[src/rtl/lsq_mem_ctrl_pkg.sv]
// Shared types and sizing for the LSQ memory-port controller.
package lsq_pkg;

    localparam int LSQSZ   = 16;
    localparam int NTAG    = 16;
    localparam int MAX_OUT = 8;
    localparam int LQ_W    = $clog2(LSQSZ);
    localparam int TAG_W   = $clog2(NTAG);
    localparam int CNT_W   = TAG_W + 1;

    typedef enum logic [1:0] {
        BYTE   = 2'd0,
        HALF   = 2'd1,
        WORD   = 2'd2,
        DOUBLE = 2'd3
    } MEM_SIZE;

    typedef enum logic [1:0] {
        NONE  = 2'd0,
        LOAD  = 2'd1,
        STORE = 2'd2
    } BUS_COMMAND;

    typedef struct packed {
        logic            valid;
        logic            squashed;
        logic [LQ_W-1:0] lq_idx;
    } mem_tag_entry;

endpackage

[src/rtl/lsq_mem_ctrl_if.sv]
// LSQ-side requests, memory bus and return path bundled for the controller.
interface lsq_mem_ctrl_if;
    import lsq_pkg::*;

    logic                        except;
    logic [LSQSZ-1:0]            ld_miss;
    logic [LSQSZ-1:0][15:0]      ld_miss_addr;
    logic                        st_wr_en;
    logic [15:0]                 st_wr_addr;
    logic [31:0]                 st_wr_data;
    MEM_SIZE                     st_wr_size;
    logic                        st_wr_ready;
    logic [TAG_W-1:0]            mem2proc_response;
    logic [31:0]                 mem2proc_data;
    logic [TAG_W-1:0]            mem2proc_tag;
    BUS_COMMAND                  proc2mem_command;
    logic [15:0]                 proc2mem_addr;
    logic [31:0]                 proc2mem_data;
    MEM_SIZE                     proc2mem_size;
    logic [LSQSZ-1:0]            ld_gnt;
    logic [LSQSZ-1:0]            mem_feedback;
    logic [31:0]                 mem_data;
    logic [TAG_W-1:0]            num_outstanding;

    modport master (
        output except, ld_miss, ld_miss_addr, st_wr_en, st_wr_addr, st_wr_data, st_wr_size,
               mem2proc_response, mem2proc_data, mem2proc_tag,
        input  st_wr_ready, proc2mem_command, proc2mem_addr, proc2mem_data, proc2mem_size,
               ld_gnt, mem_feedback, mem_data, num_outstanding
    );

    modport slave (
        input  except, ld_miss, ld_miss_addr, st_wr_en, st_wr_addr, st_wr_data, st_wr_size,
               mem2proc_response, mem2proc_data, mem2proc_tag,
        output st_wr_ready, proc2mem_command, proc2mem_addr, proc2mem_data, proc2mem_size,
               ld_gnt, mem_feedback, mem_data, num_outstanding
    );

endinterface

[src/rtl/lsq_mem_ctrl_rr_arbiter.sv]
// One-hot round-robin picker: first set request at or after ptr, wrapping.
module rr_arbiter #(
    parameter int N  = 16,
    parameter int IW = $clog2(N)
) (
    input  logic [N-1:0]  req_i,
    input  logic [IW-1:0] ptr_i,
    output logic [N-1:0]  gnt_o,
    output logic [IW-1:0] idx_o
);
    logic          found;
    logic [IW-1:0] j;

    // N is a power of two, so the IW-bit add wraps LSQSZ-1 back to 0.
    always_comb begin
        gnt_o = '0;
        idx_o = '0;
        found = 1'b0;
        j     = '0;
        for (int i = 0; i < N; i++) begin
            j = ptr_i + IW'(i);
            if (!found && req_i[j]) begin
                found    = 1'b1;
                gnt_o[j] = 1'b1;
                idx_o    = j;
            end
        end
    end

endmodule

[src/rtl/lsq_mem_ctrl.sv]
// Arbitrates the memory port between store write-throughs and LQ load misses,
// tracks load tags and routes returning data to the owning LQ entry.
module lsq_mem_ctrl
    import lsq_pkg::*;
(
    input  logic          clock,
    input  logic          reset,
    lsq_mem_ctrl_if.slave bus
);
    mem_tag_entry     tbl_q [NTAG];
    logic [LQ_W-1:0]  rr_ptr_q;
    logic [LSQSZ-1:0] fb_q;
    logic [31:0]      mem_data_q;

    logic [LSQSZ-1:0] arb_gnt;
    logic [LQ_W-1:0]  arb_idx;
    logic [CNT_W-1:0] vld_cnt, live_cnt;
    logic             accepted, ld_ok, ld_acc, ret_hit;
    mem_tag_entry     ret_ent;

    rr_arbiter #(.N(LSQSZ)) u_arb (
        .req_i (bus.ld_miss),
        .ptr_i (rr_ptr_q),
        .gnt_o (arb_gnt),
        .idx_o (arb_idx)
    );

    // Squashed tags still occupy memory slots, so they gate new loads.
    always_comb begin
        vld_cnt  = '0;
        live_cnt = '0;
        for (int t = 1; t < NTAG; t++) begin
            vld_cnt  = vld_cnt  + CNT_W'(tbl_q[t].valid);
            live_cnt = live_cnt + CNT_W'(tbl_q[t].valid & ~tbl_q[t].squashed);
        end
    end

    assign accepted            = |bus.mem2proc_response;
    assign ld_ok               = |bus.ld_miss && (vld_cnt < CNT_W'(MAX_OUT)) && !bus.except;
    assign ret_ent             = tbl_q[bus.mem2proc_tag];
    assign ret_hit             = |bus.mem2proc_tag && ret_ent.valid;
    assign bus.num_outstanding = live_cnt[TAG_W-1:0];
    assign bus.mem_feedback    = bus.except ? '0 : fb_q;
    assign bus.mem_data        = mem_data_q;

    always_comb begin
        bus.proc2mem_command = NONE;
        bus.proc2mem_addr    = '0;
        bus.proc2mem_data    = '0;
        bus.proc2mem_size    = BYTE;
        bus.st_wr_ready      = 1'b0;
        bus.ld_gnt           = '0;
        ld_acc               = 1'b0;
        if (bus.st_wr_en) begin
            bus.proc2mem_command = STORE;
            bus.proc2mem_addr    = bus.st_wr_addr;
            bus.proc2mem_data    = bus.st_wr_data;
            bus.proc2mem_size    = bus.st_wr_size;
            bus.st_wr_ready      = accepted;
        end else if (ld_ok) begin
            bus.proc2mem_command = LOAD;
            bus.proc2mem_addr    = {bus.ld_miss_addr[arb_idx][15:2], 2'b00};
            bus.proc2mem_size    = WORD;
            ld_acc               = accepted;
            bus.ld_gnt           = accepted ? arb_gnt : '0;
        end
    end

    // Order matters: squash, then free, then allocate so a same-tag alloc wins.
    always_ff @(posedge clock) begin
        if (reset) begin
            for (int t = 0; t < NTAG; t++) tbl_q[t] <= '0;
            rr_ptr_q   <= '0;
            fb_q       <= '0;
            mem_data_q <= '0;
        end else begin
            fb_q <= '0;
            for (int t = 0; t < NTAG; t++)
                if (bus.except && tbl_q[t].valid) tbl_q[t].squashed <= 1'b1;
            if (ret_hit) begin
                tbl_q[bus.mem2proc_tag].valid <= 1'b0;
                if (!ret_ent.squashed && !bus.except) begin
                    fb_q[ret_ent.lq_idx] <= 1'b1;
                    mem_data_q           <= bus.mem2proc_data;
                end
            end
            if (ld_acc) begin
                tbl_q[bus.mem2proc_response] <= '{valid: 1'b1, squashed: 1'b0, lq_idx: arb_idx};
                rr_ptr_q                     <= arb_idx + 1'b1;
            end
        end
    end

endmodule

[src/flat_wrapper.sv]
// flat-port wrapper written by rule: the top's interface ports become plain ports
module lsq_mem_ctrl_flat import lsq_pkg::*;
  (clock, reset, bus_except, bus_ld_miss, bus_ld_miss_addr, bus_st_wr_en, bus_st_wr_addr, bus_st_wr_data, bus_st_wr_size, bus_mem2proc_response, bus_mem2proc_data, bus_mem2proc_tag, bus_st_wr_ready, bus_proc2mem_command, bus_proc2mem_addr, bus_proc2mem_data, bus_proc2mem_size, bus_ld_gnt, bus_mem_feedback, bus_mem_data, bus_num_outstanding);
  lsq_mem_ctrl_if bus_i ();
  input  logic clock;
  input  logic reset;
  input wire logic [$bits(bus_i.except)-1:0] bus_except;
  input wire logic [$bits(bus_i.ld_miss)-1:0] bus_ld_miss;
  input wire logic [$bits(bus_i.ld_miss_addr)-1:0] bus_ld_miss_addr;
  input wire logic [$bits(bus_i.st_wr_en)-1:0] bus_st_wr_en;
  input wire logic [$bits(bus_i.st_wr_addr)-1:0] bus_st_wr_addr;
  input wire logic [$bits(bus_i.st_wr_data)-1:0] bus_st_wr_data;
  input wire logic [$bits(bus_i.st_wr_size)-1:0] bus_st_wr_size;
  input wire logic [$bits(bus_i.mem2proc_response)-1:0] bus_mem2proc_response;
  input wire logic [$bits(bus_i.mem2proc_data)-1:0] bus_mem2proc_data;
  input wire logic [$bits(bus_i.mem2proc_tag)-1:0] bus_mem2proc_tag;
  output wire logic [$bits(bus_i.st_wr_ready)-1:0] bus_st_wr_ready;
  output wire logic [$bits(bus_i.proc2mem_command)-1:0] bus_proc2mem_command;
  output wire logic [$bits(bus_i.proc2mem_addr)-1:0] bus_proc2mem_addr;
  output wire logic [$bits(bus_i.proc2mem_data)-1:0] bus_proc2mem_data;
  output wire logic [$bits(bus_i.proc2mem_size)-1:0] bus_proc2mem_size;
  output wire logic [$bits(bus_i.ld_gnt)-1:0] bus_ld_gnt;
  output wire logic [$bits(bus_i.mem_feedback)-1:0] bus_mem_feedback;
  output wire logic [$bits(bus_i.mem_data)-1:0] bus_mem_data;
  output wire logic [$bits(bus_i.num_outstanding)-1:0] bus_num_outstanding;
  assign bus_i.except = bus_except;
  assign bus_i.ld_miss = bus_ld_miss;
  assign bus_i.ld_miss_addr = bus_ld_miss_addr;
  assign bus_i.st_wr_en = bus_st_wr_en;
  assign bus_i.st_wr_addr = bus_st_wr_addr;
  assign bus_i.st_wr_data = bus_st_wr_data;
  assign bus_i.st_wr_size = bus_st_wr_size;
  assign bus_i.mem2proc_response = bus_mem2proc_response;
  assign bus_i.mem2proc_data = bus_mem2proc_data;
  assign bus_i.mem2proc_tag = bus_mem2proc_tag;
  assign bus_st_wr_ready = bus_i.st_wr_ready;
  assign bus_proc2mem_command = bus_i.proc2mem_command;
  assign bus_proc2mem_addr = bus_i.proc2mem_addr;
  assign bus_proc2mem_data = bus_i.proc2mem_data;
  assign bus_proc2mem_size = bus_i.proc2mem_size;
  assign bus_ld_gnt = bus_i.ld_gnt;
  assign bus_mem_feedback = bus_i.mem_feedback;
  assign bus_mem_data = bus_i.mem_data;
  assign bus_num_outstanding = bus_i.num_outstanding;
  lsq_mem_ctrl u_core (.clock(clock), .reset(reset), .bus(bus_i));
endmodule
[config.mk]
export PLATFORM = sky130hd
export DESIGN_NAME = lsq_mem_ctrl_flat
export DESIGN_NICKNAME = d
export VERILOG_FILES = /design/src/rtl/lsq_mem_ctrl_pkg.sv /design/src/rtl/lsq_mem_ctrl_if.sv /design/src/rtl/lsq_mem_ctrl_rr_arbiter.sv /design/src/rtl/lsq_mem_ctrl.sv /design/src/flat_wrapper.sv
export SDC_FILE = /design/constraint.sdc
export NUM_CORES = 1
export LEC_CHECK = 0
export CAP_MARGIN = 20
export CORE_MARGIN = 3
export CORE_UTILIZATION = 30
export DETAILED_ROUTE_END_ITERATION = 10
export DONT_BUFFER_PORTS = 1
export GPL_TIMING_DRIVEN = 0
export PLACE_DENSITY = 0.45
export RECOVER_POWER = 100
export SLEW_MARGIN = 20
export SYNTH_ARGS = -nofsm -noshare
export SYNTH_HDL_FRONTEND = slang
export SYNTH_SLANG_ARGS = --single-unit
[constraint.sdc]
create_clock -name clock -period 23.3 [get_ports clock]
set_input_delay 5.825 -clock clock [delete_from_list [all_inputs] [get_ports clock]]
set_output_delay 5.825 -clock clock [all_outputs]
set_load 0.02 [all_outputs]
==> results of run 1 <==
-- cell type report --
type	count	area (sq um)
antenna	30	75.1
tap	600	751
sequential	148	3600
multi-input combinational	1318	9360
timing repair buffer	1	11.3
inverter	50	193
buffer	155	654
clock inverter	14	121
fill	4978	30300
clock buffer	18	439
-- worst reg2reg max path: cells and delay by family, from the launching register on --
kind	cells	cell delay (ns)
AOI/OAI and AO/OA	1	0.45
and+or+nand+nor	7	3.48
adders and majority gates	1	0.38
muxes	2	1.03
DFF	1	0.67
buffers and inverters	8	3.05
-- per-stage QoR --
step / std cells / power, mW
floorplan: 1671 / 0.933
global placement: 2271 / 1.26
detailed placement: 2272 / 1.26
CTS: 2304 / 1.52
global route: 2323 / 1.60
finish: 2334 / 1.53
-- how the worst max path moves through the flow --
stage	endpoint	from
detailed placement	bus_proc2mem_addr[11]	bus_ld_miss[7]
finish	bus_proc2mem_addr[10]	bus_ld_miss[7]
global placement	bus_proc2mem_addr[11]	bus_ld_miss[3]
global route	bus_proc2mem_addr[10]	bus_ld_miss[7]
floorplan	bus_proc2mem_addr[13]	bus_ld_miss[6]
CTS	bus_proc2mem_addr[11]	bus_ld_miss[7]
-- registers in the layout, indices dropped and copies added (netlist names) --
| signal | count |
|---|---|
| u_core.tbl_q | 96 |
| u_core.bus.mem_data | 32 |
| u_core.fb_q | 16 |
| u_core.rr_ptr_q | 4 |
-- cell usage in the layout, fill, tap and decap left out, drive strengths merged, types with 7 or more instances in the layout --
cell,Yosys,layout
nor2,190,190
nand2,178,178
clkbuf,104,138
nand3,130,130
o21ai,102,102
dfxtp,84,84
mux4,73,73
a21oi,73,73
edfxtp,64,64
mux2i,56,56
inv,50,55
and2,40,40
buf,51,36
a31oi,35,35
nor3,34,34
diode,0,30
a211oi,29,29
nor2b,28,28
o31ai,24,24
ha,21,21
a22oi,20,20
nor4,20,20
nand2b,18,18
fa,18,18
mux2,18,18
nor4b,16,16
a2bb2oi,15,15
a311oi,14,14
o211ai,12,12
xnor2,12,12
o221ai,11,11
or2,11,11
o22ai,10,10
o211a,9,9
nand4,7,7
a221o,7,7
and3,7,7
-- metal layers --
layer	GRT usage, %	up-vias	part of all wire, %
met3	7.44	150	8.6
met2	48.5	865	47
li1	-	6299	-
met1	36.4	7248	39
met4	14.6	4	5.2
met5	1.62	-	0.041
-- report_power, final --
part	switching [mW]	internal (mW)
registers	0.00507	0.277
clock network	0.121	0.142
logic	0.680	0.308
total	0.806	0.727
-- cell families after synthesis --
family	Yosys count
compound gates	418
other cells	1
fa+ha+maj	39
simple gates	693
mux	147
buf+inv	205
flops	148
xor+xnor	17
==> flow_summary.toml, run 1 <==
[synthesis]
yosys-top-cells-area = "edfxtp_1, dfxtp_1, mux4_2"
synth_top_area_share_pct = 13.9
yosysSeqAreaShare_pct = 26.1
synth_area_sq_mm = 0.0138
syn_avg_cell_area_sq_um = 8.29
ys_ff_latch = 148
async_reset_ff_share_pct = 0
synth_top_area_cell = "edfxtp_1"
synth_compound_area_share_pct = 20.5
synth_cells = 1668
synth_xor_xnor_area_share_pct = 1.08
yosysUniqueCellTypes = 86
yosys.area_share.simple_pct = 24.1
synth_top_family_by_area = "simple AND/OR/NAND/NOR gates"
synth_flop_cell = "dfxtp_1"
synth_edf_count = 64
yosysMostFrequentCell = "nor2_1"
synthMuxAreaShare_pct = 17.5
yosysWarnings = 0
yosys.area_share.adder_pct = 4.51
synth_commonest_cells = "nor2_1, nand2_1, nand3_1"

[layout]
final_cell_area_sq_mm = 0.0152
drive_gt1_share_pct = 10.4
utilization_pct = 33.4
num-nets-final = 2096
area_delta_synth_final_pct = 10.0

[timing]
timing.slew.headroom_pct = 6.52
finalSetupTns_ns = 0
whs_ns = 0.474
fin_worst_skew_ns = 0.0163
fmax_mhz = 52.4
finalHoldViolCount = 0
slew_viol_final = 0
final-setup-viol-count = 0
worst_pin_slew_ns = 1.39
worst_slack_ns = 4.22
period_share_pct = 81.9
rsz0062_at_grt = "false"
period_minus_slack_ns = 19.08

[die]
die_h_um = 221
die_area_sq_mm = 0.0487
rows = 78
io_pins = 487
start_util_pct = 30.4
design.core.area_sq_mm = 0.0455
die_w_um = 221

[placed_design]
hpwl_um = 62700
dpl_cell_area_sq_mm = 0.0146
globalplace.congestion = 1.03
place_ws_ns = 5.96
portBuffers = 0

[clock_network]
root_buffer = "clkbuf_16"
ctsHoldBuffers = 0
cts_buffers = 17
post-cts-setup-buffer-count = 0
clock_latency_ns = 0.44
clock_sinks = 148
htree_levels = 4
cts_resized = 0
cts_tree = "done"
clk_path_buf_depth = 2
cts.clk_slew.worst_paths_ns = 0.06

[hold_path]
min_to = "u_core.tbl_q[0][5]"
hp-start = "u_core.tbl_q[0][5]"
whs_path_depth = 1
hold_class = "reg2reg"

[setup_path]
crit_buf_inv = 2
critPathTopFamily = "simple AND/OR/NAND/NOR gates"
reg2reg_to = "u_core.tbl_q[2][1]"
start_kind = "primary input"
r2r_start = "u_core.rr_ptr_q[1]"
critPathMaxFanout = 10
cp-end-kind = "output port"
r2r_setup_slack_ns = 13.94
path_depth = 14
path_cells = "mux4_2 -> a22oi_1 -> nand3_1 -> nor4_1 -> nand3_2 -> nor3_1 -> a21oi_1 -> o22ai_1 -> clkbuf_1 -> clkbuf_1 -> a211oi_1 -> a311oi_1 -> o21ai_0 -> a311o_1"
path_class = "in2out"
cpPeakStageDelay_ns = 1.20
crit_arrival_ns = 13.25
crit_top_cell = "clkbuf_1"
cp_slowest_cell = "nor4_1"
rr_worst_depth = 19
crit_required_ns = 17.48

[global_routing]
antenna_found_initial = 32
overflow = 0
grt_pass1_wl_um = 104000
grt_max_degree = 17
grt_use_total_pct = 29.7
grt_pass1_vias = 14100

[detailed_routing]
firstDrtPassIters = 5
vias_per_cell = 6.24
ant_nets = 0
postRouteWirelength_um = 75600
drt_iter0_markers = 1579
avgRoutedWirePerCell_um = 32.4
num_vias = 14600
drc_errors = 0

[power_and_ir_drop]
p_leak_nw = 5.37
cellPowerDensity_mw_per_mm2 = 101
peakVddDrop_uv = 70.3

[run_status]
status = "finished, final reports clean"

[run]
cap_violations = 0
Power figures use the tool's default switching activity.
==> inputs of run 2 (changes only) <==
- clock period: 23.3 -> 18.65 ns (I/O delays scaled with it)
==> results of run 2 <==
Same layout as run 1 (identical final DEF). Status: finished, final reports clean.
Among the figures that moved: setup slack after placement 5.96 ns -> 3.64 ns; setup slack after layout 4.22 ns -> 1.90 ns; register-to-register setup slack 13.94 ns -> 9.29 ns; total power 1.53 mW -> 1.92 mW; worst IR drop on VDD 70.3 uV -> 87.8 uV
==> inputs of run 3 (changes only) <==
- REMOVE_ABC_BUFFERS: not set -> 1
==> flow_summary.toml, run 3 (synthesized netlist as in run 1, its figures left out) <==
[detailed_routing]
firstDrtPassIters = 6
postRouteWirelength_um = 59900
num_vias = 13600
vias_per_cell = 6.18
wl_met1_um = 25200
drc_errors = 0
drt_iter0_markers = 1267
wl_met2_um = 27000
ant_nets = 0
top_layer = "met5"
avgRoutedWirePerCell_um = 27.3
wl_met3_um = 5870

[placed_design]
hpwl_um = 46200
globalplace.congestion = 0.961
portBuffers = 0
dp.cells = 2149
dpl_cell_area_sq_mm = 0.0145

[setup_path]
reg2reg_to = "u_core.rr_ptr_q[2]"
path_class = "in2out"
crit_arrival_ns = 12.10
cp-end-kind = "output port"
r2r_start = "u_core.rr_ptr_q[1]"
crit_required_ns = 13.99
start_kind = "primary input"
critPathMaxFanout = 17
r2r_setup_slack_ns = 9.37
rr_worst_depth = 17

[hold_path]
whs_path_depth = 1
min_to = "u_core.tbl_q[0][5]"
hold_class = "reg2reg"
hp-start = "u_core.tbl_q[0][5]"

[timing]
rsz0062_at_grt = "false"
final-setup-viol-count = 0
slew_viol_final = 36
fmax_mhz = 59.7
worst_pin_slew_ns = 1.64
period_minus_slack_ns = 16.76
timing.slew.headroom_pct = -9.18
period_share_pct = 89.9
finalHoldViolCount = 0
fin_worst_skew_ns = 0.0127

[clock_network]
htree_levels = 4
ctsHoldBuffers = 0
cts.clk_slew.worst_paths_ns = 0.06
clk_path_buf_depth = 2
post-cts-setup-buffer-count = 0
cts_tree = "done"
clock_latency_ns = 0.42
clock_sinks = 148
cts_buffers = 17
root_buffer = "clkbuf_16"
cts_resized = 0

[layout]
drive_gt1_share_pct = 12.8
largest_reg_flops = 96
final_cell_area_sq_mm = 0.0150
num-fill-cells = 4859
num-nets-final = 1973
top_register = "u_core.tbl_q"
fin_cells = 2195
area_delta_synth_final_pct = 8.80
final_common_cell = "nor2_1"
layout_common_cells = "nor2_1, nand2_1, nand3_1"

[global_routing]
antenna_found_initial = 16
grt_pass1_vias = 12800
grt_max_degree = 65
grt_use_total_pct = 23.4
grt_pass1_wl_um = 86000
overflow = 0

[power_and_ir_drop]
swShare_pct = 49.0
clkPwrFrac_pct = 18.4
pwr-share-comb_pct = 61.9
peakVddDrop_uv = 68.7
netSwitchingPower_mw = 0.900
cellPowerDensity_mw_per_mm2 = 122
p_int_mw = 0.938
seqPwrFrac_pct = 19.6
p_leak_nw = 5.35

[die]
die_h_um = 221
die_area_sq_mm = 0.0487
rows = 78
design.core.area_sq_mm = 0.0455
start_util_pct = 30.4
die_w_um = 221
io_pins = 487

[run_status]
status = "finished, violations left"
violations = "max-capacitance violations, max-slew violations"

[run]
cap_violations = 2
[run 3: final cells by class]
class,count,area [sq um],area share (%)
inverters,50,193,1.28
well taps,600,751,4.99
multi-input cells,1318,9460,62.9
clock inverters,10,78.8,0.524
flip-flops and latches,148,3610,24.0
repair buffers,33,408,2.71
clock buffers,22,508,3.38
diodes,14,35.0,0.233
[run 3: through the flow]
| stage | power [mW] | setup TNS [ns] | setup WS, ns | hold slack (ns) | utilization [%] |
|---|---|---|---|---|---|
| after floorplan | 1.11 | 0 | 0.657 | 0.432 | - |
| after global placement | 1.44 | -59.83 | -4.58 | 0.455 | 30.6 |
| after detailed placement | 1.49 | 0 | 3.50 | 0.458 | 31.8 |
| after CTS | 1.83 | 0 | 3.50 | 0.467 | 33.1 |
| after global routing | 1.94 | 0 | 1.68 | 0.473 | 33.0 |
| final | 1.84 | 0 | 1.89 | 0.462 | 33.1 |
[run 3: worst max path at each step]
| stage | slack, ns | start | to |
|---|---|---|---|
| floorplan | 0.66 | bus_ld_miss[6] | bus_proc2mem_addr[13] |
| global placement | -4.58 | bus_ld_miss[6] | bus_proc2mem_addr[9] |
| detailed placement | 3.50 | bus_ld_miss[2] | bus_proc2mem_addr[12] |
| CTS | 3.50 | bus_ld_miss[2] | bus_proc2mem_addr[12] |
| global route | 1.68 | bus_ld_miss[2] | bus_proc2mem_addr[4] |
| finish | 1.89 | bus_ld_miss[2] | bus_proc2mem_addr[4] |
[run 3: power groups by stage]
| stage | sequential (mW) | clock, mW | combinational (mW) |
|---|---|---|---|
| 2_1_floorplan | 0.366 | 0 | 0.740 |
| 5_1_grt | 0.362 | 0.360 | 1.22 |
| 4_1_cts | 0.361 | 0.348 | 1.12 |
| 6_report | 0.361 | 0.339 | 1.14 |
| 3_3_place_gp | 0.373 | 0 | 1.07 |
| 3_5_place_dp | 0.368 | 0 | 1.12 |
[run 3: critical path: stages]
cell and delay (ns):
mux4_2 0.52, nor4bb_1 0.27, or4_1 0.79, nor4_1 0.93, nand3_1 0.73, nor2_1 0.65, nor4_1 0.26, o21ai_2 0.68
nand2_1 0.71, buf_16 0.39, inv_1 0.45, o31ai_1 0.16, a21oi_1 0.49, a311o_1 0.35
[run 3: metal layers]
layer / global-route usage [%] / vias up
met5: 0 / -
met4: 6.87 / 4
met3: 5.97 / 103
met2: 36.6 / 786
met1: 32.0 / 6632
li1: - / 6035
